$ cat src/rtl/seq_game_engine.sv
// Note-sequence memory game engine: loads a note sequence, plays a growing prefix with tick timing,
// then scores the player's answers with per-answer timeout, miss counting, win detection and abort.
module seq_game_engine #(
  parameter int NOTE_W        = 4,
  parameter int DEPTH         = 8,
  parameter int START_LEN     = 3,
  parameter int TICK_DIV      = 5000000,
  parameter int NOTE_TICKS    = 3,
  parameter int GAP_TICKS     = 1,
  parameter int MISS_TICKS    = 2,
  parameter int TIMEOUT_TICKS = 10,
  parameter int MISS_W        = 8
) (
  input  logic                         clk,
  input  logic                         reset,
  input  logic                         load_valid,
  output logic                         load_ready,
  input  logic [NOTE_W*DEPTH-1:0]      load_data,
  input  logic                         answer_valid,
  input  logic [NOTE_W-1:0]            answer,
  input  logic                         abort,
  output logic [NOTE_W-1:0]            note_out,
  output logic                         note_active,
  output logic [NOTE_W-1:0]            led_out,
  output logic [2:0]                   state_out,
  output logic [$clog2(DEPTH+1)-1:0]   level_out,
  output logic [MISS_W-1:0]            miss_count,
  output logic                         miss_pulse,
  output logic                         level_pulse,
  output logic                         win_pulse
);

  localparam int LW    = $clog2(DEPTH + 1);
  localparam int PW    = (TICK_DIV > 1) ? $clog2(TICK_DIV) : 1;
  localparam int MT_A  = (NOTE_TICKS > GAP_TICKS) ? NOTE_TICKS : GAP_TICKS;
  localparam int MT_B  = (MISS_TICKS > TIMEOUT_TICKS) ? MISS_TICKS : TIMEOUT_TICKS;
  localparam int MAX_T = (MT_A > MT_B) ? MT_A : MT_B;
  localparam int TW    = (MAX_T > 1) ? $clog2(MAX_T) : 1;

  typedef enum logic [2:0] {
    IDLE     = 3'd0,
    PLAY_ON  = 3'd1,
    PLAY_GAP = 3'd2,
    LISTEN   = 3'd3,
    MISS     = 3'd4,
    WIN      = 3'd5
  } state_t;

  state_t                    state, state_n;
  logic [NOTE_W*DEPTH-1:0]   seq, seq_n;
  logic [LW-1:0]             idx, idx_n, len, len_n;
  logic [MISS_W-1:0]         miss_n;
  logic [PW-1:0]             presc;
  logic [TW-1:0]             tcnt;
  logic                      tick, restart, timer_clr, last, miss_ev, level_ev, win_ev;
  logic [NOTE_W-1:0]         cur_note, note_sel, led_n;
  logic [NOTE_W-1:0]         cur_arr [DEPTH];
  logic [NOTE_W-1:0]         nxt_arr [DEPTH];

  for (genvar g = 0; g < DEPTH; g++) begin : g_unpack
    assign cur_arr[g] = seq[g*NOTE_W +: NOTE_W];
    assign nxt_arr[g] = seq_n[g*NOTE_W +: NOTE_W];
  end

  always_comb begin
    cur_note = '0;
    for (int k = 0; k < DEPTH; k++)
      if (idx == LW'(k)) cur_note = cur_arr[k];
  end

  assign tick = (presc == PW'(TICK_DIV - 1));
  assign last = ((idx + 1'b1) == len);

  always_comb begin
    // NOTE: every signal gets a default before the case so no path leaves it unassigned (no latches).
    state_n  = state;
    seq_n    = seq;
    idx_n    = idx;
    len_n    = len;
    miss_n   = miss_count;
    restart  = 1'b0;
    miss_ev  = 1'b0;
    level_ev = 1'b0;
    win_ev   = 1'b0;
    if (abort) begin
      state_n = IDLE;
      idx_n   = '0;
    end else begin
      case (state)
        IDLE, WIN: if (load_valid) begin
          seq_n   = load_data;
          len_n   = LW'(START_LEN);
          idx_n   = '0;
          miss_n  = '0;
          state_n = PLAY_ON;
        end
        PLAY_ON: if (tick && tcnt == TW'(NOTE_TICKS - 1)) state_n = PLAY_GAP;
        PLAY_GAP: if (tick && tcnt == TW'(GAP_TICKS - 1)) begin
          idx_n   = last ? '0 : idx + 1'b1;
          state_n = last ? LISTEN : PLAY_ON;
        end
        LISTEN: begin
          // An answer outranks a timeout tick landing in the same cycle.
          if (answer_valid) begin
            if (answer != cur_note) begin
              miss_ev = 1'b1;
            end else if (!last) begin
              idx_n   = idx + 1'b1;
              restart = 1'b1;
            end else if (len < LW'(DEPTH)) begin
              len_n    = len + 1'b1;
              idx_n    = '0;
              level_ev = 1'b1;
              state_n  = PLAY_ON;
            end else begin
              win_ev  = 1'b1;
              state_n = WIN;
            end
          end else if (tick && tcnt == TW'(TIMEOUT_TICKS - 1)) begin
            miss_ev = 1'b1;
          end
          if (miss_ev) begin
            miss_n  = (&miss_count) ? miss_count : miss_count + 1'b1;
            idx_n   = '0;
            state_n = MISS;
          end
        end
        MISS: if (tick && tcnt == TW'(MISS_TICKS - 1)) begin
          idx_n   = '0;
          state_n = PLAY_ON;
        end
        default: state_n = IDLE;
      endcase
    end
  end

  assign timer_clr = (state_n != state) || restart;

  always_comb begin
    note_sel = '0;
    for (int k = 0; k < DEPTH; k++)
      if (idx_n == LW'(k)) note_sel = nxt_arr[k];
  end

  // Outputs are computed from the next state so they change in the same cycle as state_out.
  always_comb begin
    led_n = '0;
    case (state_n)
      PLAY_ON: led_n = note_sel;
      LISTEN:  led_n = (state == LISTEN) ? (answer_valid ? answer : led_out) : '0;
      WIN:     led_n = '1;
      default: led_n = '0;
    endcase
  end

  always_ff @(posedge clk or posedge reset) begin
    // NOTE: sequential state uses non-blocking assignments so all registers update together.
    if (reset) begin
      state       <= IDLE;
      idx         <= '0;
      len         <= LW'(START_LEN);
      miss_count  <= '0;
      presc       <= '0;
      tcnt        <= '0;
      note_out    <= '0;
      note_active <= 1'b0;
      led_out     <= '0;
      load_ready  <= 1'b1;
      miss_pulse  <= 1'b0;
      level_pulse <= 1'b0;
      win_pulse   <= 1'b0;
    end else begin
      state       <= state_n;
      idx         <= idx_n;
      len         <= len_n;
      miss_count  <= miss_n;
      note_out    <= (state_n == PLAY_ON) ? note_sel : '0;
      note_active <= (state_n == PLAY_ON);
      led_out     <= led_n;
      load_ready  <= (state_n == IDLE) || (state_n == WIN);
      miss_pulse  <= miss_ev;
      level_pulse <= level_ev;
      win_pulse   <= win_ev;
      if (timer_clr) begin
        presc <= '0;
        tcnt  <= '0;
      end else if (tick) begin
        presc <= '0;
        tcnt  <= tcnt + 1'b1;
      end else begin
        presc <= presc + 1'b1;
      end
    end
  end

  // NOTE: the sequence store is pure data, only read after a load writes it, so it carries no reset.
  always_ff @(posedge clk) seq <= seq_n;

  assign state_out = state;
  assign level_out = len;

endmodule

$ cat config.mk
export PLATFORM = sky130hd
export DESIGN_NAME = seq_game_engine
export DESIGN_NICKNAME = d
export VERILOG_FILES = /design/src/rtl/seq_game_engine.sv
export SDC_FILE = /design/constraint.sdc
export NUM_CORES = 1
export LEC_CHECK = 0
export CAP_MARGIN = 15
export CORE_MARGIN = 4
export CORE_UTILIZATION = 58
export CTS_BUF_LIST = sky130_fd_sc_hd__clkbuf_4 sky130_fd_sc_hd__clkbuf_8
export DETAILED_ROUTE_END_ITERATION = 16
export GPL_ROUTABILITY_DRIVEN = 0
export GPL_TIMING_DRIVEN = 0
export PLACE_DENSITY = 0.83
export RECOVER_POWER = 50
export SKIP_LAST_GASP = 1
export SYNTH_ARGS = -nofsm -noshare
export SYNTH_HDL_FRONTEND = slang
export SYNTH_SLANG_ARGS = --single-unit
$ cat constraint.sdc
create_clock -name clk -period 11.1 [get_ports clk]
set_clock_uncertainty 0.2 [all_clocks]
set_input_delay 2.22 -clock clk [delete_from_list [all_inputs] [get_ports clk]]
set_output_delay 2.22 -clock clk [all_outputs]
set_load 0.01 [all_outputs]
==> results.md, run 1 <==
- **register share of total power** 52.8%
- **share of total power consumed by net switching** 29.14%
- **first-pass GRT wire length** 21980 µm
- **Worst setup EP type** flip-flop
- **count of instances resized after the clock tree is built** 0
- **Total Die Area** 10700 µm²
- **hold buffer count at cts** 0
- **total cell area at the placement stage** 6100 µm²
- **CTS tree** built
- **number of buffers added on ports** 66
- **number of failing hold endpoints at the final stage** 0
- **data arrival at the endpoint of the critical path** 5.82 ns
- **boundary pin count** 69
- **register area share after synthesis** 40.14%
- **pin count of the biggest net entering global routing** 43
- **final antenna-violating net count** 0
- **Period minus WS final** 5.791 ns
- **startpoint of the most critical register-to-register path** idx[0]
- **pwr/cell area** 116.3 nW/µm²
- **clock-pin slew on the worst setup and hold paths** 0.10 ns
- **buffer count from post-CTS setup fixing** 0
- **H-tree level count** 3
- **Post-Route Setup TNS** 0 ns
- **top_reg_cell synth** dfrtp_1
- **worst r2r path cells** 17
- **portion of synthesized cell area occupied by the leading cell type** 26.52%
- **final instance area** 6262 µm²
- **design internal power** 516.1 µW
- **kind of start point of the critical path** primary input
- **count of filler cells inserted in the layout** 670
- **total routed wirelength** 13340 µm
- **Synth Cell Area** 5284 µm²
- **cell types occupying the most area after synthesis** dfrtp_1 (27%), dfxtp_1 (12%), mux2_2 (5.5%), nor2_1 (5.3%), nand2_1 (3.8%)
- **transition at the pin with the smallest max-transition slack** 2.245 ns
- **setup repair after global routing missed its margin** false
- **timing endpoint of the critical path** led_out[0]
- **HP Class** reg2reg
- **DIE HEIGHT** 103.4 µm
- **net switching power of the design** 212.2 µW
- **fraction of final layout cells sized beyond drive strength 1** 13.44%
- **worst-case clock buffer depth** 2
- **Die Wd** 103.4 µm
- **Core Region** 8806 µm²
- **Leakage** 0.002632 µW
- **number of antenna violations at the first check in global routing** 0
- **cell taking the most area after synthesis** dfrtp_1
- **synthesized flop and latch total** 91
- **category of the critical setup timing path** in2reg
- **via density per instance** 6.075
- **number of enable flip-flop cells after synthesis** 0
- **Via Count** 4641
- **number of sinks driven by the clock tree** 91
- **Final Setup Violations** 0
- **worst-case headroom to the max-slew limit** -49.70%
- **reg-to-reg critical path endpoint** led_out[0]
- **number of max-capacitance violations reported** 1
- **WP data required** 11.13 ns
- **max frequency** 172.7 MHz
- **drt pass-1 iters** 5
- **Clk network pwr share** 29.1%
- **Peak VDD IR** 0.08381 mV
- **clock insertion delay at the later pin of the skew report** 0.37 ns
- **WL per Instance** 17.46 µm
- **Synth-to-Final Area Change** 18.52%
- **global-route usage over all layers** 26.42%
- **Synth cell types** 77
- **final worst-path cycle share** 52.17%
- **setup slack of the most critical reg-to-reg path** 6.62 ns
- **total clock buffers created by CTS** 9
- **total DRC errors in the routed layout** 0
- **number of global-route vias before repair** 4538
- **clock tree root buffer cell** clkbuf_8
- **violated checks** capacitance limit, slew limit
- **count of yosys warnings during synthesis** 0
- **number of pins exceeding their max-slew limit in the final report** 43
- **portion of total power attributed to combinational logic** 18.2%
- **Post-Synthesis Mean Instance Area** 9.237 µm²
- **utilization of the core after routing** 71.11%
- **1st-iter DRT viols** 318
- **Crit Path Max Fanout** 10
- **share of flip-flops with an asynchronous set or reset** 64.84%
- **final global-route overflow total** 0
- **Post-DP HPWL** 9954 µm
- **status** finished, violations left
- **count of nets after finishing** 702
- **synthesized netlist cell count** 572
- **effective utilization at floorplan** 60.00%
- **# rows** 34
- **worst setup path startpoint** answer[0]
- **synthesized net count** 624
==> worst max-delay path, cell delays in order <==
cell and delay [ns]:
clkdlybuf4s50_1 0.66, and4bb_1 0.25, a32oi_1 0.10, a221o_1 0.34, o311ai_2 0.11, nand4_1 0.38
o32ai_1 0.43, nand3_2 0.18, inv_2 0.10, buf_4 0.21, mux2i_1 0.22, mux2i_1 0.08
nor2b_1 0.13, o22ai_1 0.28, a31oi_1 0.12
==> layer usage <==
| layer | vias up | track usage, % | routed length [µm] | part of all wire [%] |
|---|---|---|---|---|
| met5 | - | 0 | 0 | 0 |
| met4 | 0 | 9.761 | 298 | 2.2 |
| met3 | 36 | 5.634 | 980 | 7.3 |
| met2 | 209 | 40.74 | 6258 | 47 |
| met1 | 2221 | 36.70 | 5799 | 43 |
| li1 | 2175 | - | - | - |
==> how the worst min path moves through the flow <==
stage	startpoint	depth (start not counted)	end	slack (ns)
2_1_floorplan	presc[0]	1	presc[0]	0.25
3_3_place_gp	presc[0]	1	presc[0]	0.26
3_5_place_dp	presc[0]	1	presc[0]	0.27
4_1_cts	presc[0]	1	presc[0]	0.29
5_1_grt	level_out[1]	2	level_out[1]	0.33
6_report	presc[0]	1	presc[0]	0.28
==> power groups by stage <==
stage | registers, µW | logic [µW] | clock network (µW)
after floorplan | 387 | 85.4 | 0
after global placement | 389 | 129 | 0
after detailed placement | 391 | 133 | 0
after CTS | 384 | 134 | 215
after global routing | 389 | 145 | 227
final | 384 | 132 | 212
==> layout by cell type (no fill, tap or decap), types with 20 or more instances in the layout <==
cell and n:
nor2_1 74, a21oi_1 26, xor2_1 21, clkdlybuf4s50_1 36, xnor2_1 21, mux2_2 26, dfrtp_1 56, dlygate4sd3_1 30
inv_1 23, nand2_1 53, nand3_1 20, dfxtp_1 32
==> logic make-up (layout without fill, tap and decap cells) <==
kind of cell / after synthesis / count (layout) / share of synthesized area (%)
simple gates: 221 / 221 / 21.03
compound gates: 114 / 114 / 16.08
flops: 91 / 91 / 40.14
buf+inv: 52 / 135 / 4.286
xor+xnor: 44 / 44 / 7.862
mux: 39 / 39 / 8.004
fa+ha+maj: 11 / 11 / 2.605
other cells: 0 / 1 / 0
==> cells in the mapped netlist (3+ instances only) <==
master     n
dfstp_2    3
ha_1      11
inv_2      4
buf_4      6
a221oi_2   3
xor2_1    21
buf_2      7
dfrtp_1   56
dfxtp_1   32
nand3b_1   3
a22oi_1    3
o21ai_0   15
inv_1     23
nand2b_1   4
a31oi_1    7
mux2i_1   13
mux2_2    26
a211oi_1  11
nand3_1   20
xnor2_1   21
nor2b_1   10
o22ai_1    4
o21bai_1   3
and2_1     8
nor2_1    74
nand2_1   53
and3_1     6
o31ai_1    3
clkbuf_1  11
a221oi_1   4
nor4_1     4
a21oi_1   26
a21o_1     3
nor3_1    15
==> state kept, by name (all words and copies together), names as in the netlist <==
register     count
state_out        3
seq             32
win_pulse        1
note_out         4
presc           23
miss_count       8
level_pulse      1
led_out          4
level_out        4
tcnt             4
load_ready       1
idx              4
miss_pulse       1
note_active      1
==> through the flow <==
stage / hold WS [ns] / power [µW] / setup slack (ns) / std cells
2_1_floorplan: 0.2451 / 472.0 / 6.188 / 572
3_3_place_gp: 0.2612 / 518.5 / 5.043 / 746
3_5_place_dp: 0.2715 / 524.0 / 5.030 / 747
4_1_cts: 0.2852 / 732.6 / 5.392 / 763
5_1_grt: 0.3337 / 761.3 / 5.133 / 763
6_report: 0.2828 / 728.3 / 5.309 / 764
==> layout make-up <==
| class | instances | area [µm²] | share of cell area, % |
|---|---|---|---|
| clock buffers | 11 | 138.9 | 2.218 |
| diodes | 1 | 2.502 | 0.03996 |
| clock inverters | 5 | 37.54 | 0.5994 |
| repair buffers | 67 | 664.4 | 10.61 |
| inverters | 27 | 101.3 | 1.618 |
| multi-input cells | 429 | 2937 | 46.89 |
| well taps | 108 | 135.1 | 2.158 |
| plain buffers | 25 | 125.1 | 1.998 |
| flip-flops and latches | 91 | 2121 | 33.87 |
Power figures use the tool's default switching activity.
==> run 2: changes to the inputs <==
==> constraint.sdc (replaced) <==
create_clock -name clk -period 5.35 [get_ports clk]
set_clock_uncertainty 0.2 [all_clocks]
set_input_delay 1.07 -clock clk [delete_from_list [all_inputs] [get_ports clk]]
set_output_delay 1.07 -clock clk [all_outputs]
set_load 0.01 [all_outputs]
==> results of run 2 <==
The final DEF is identical to that of run 1. Status: finished, violations left: capacitance limit, slew limit.
Among the figures that moved: setup slack after placement 5.030 ns -> 0.4304 ns; setup slack after layout 5.309 ns -> 0.7087 ns; register-to-register setup slack 6.62 ns -> 0.87 ns; total power 728.3 µW -> 1511 µW; worst IR drop on VDD 0.08381 mV -> 0.1739 mV
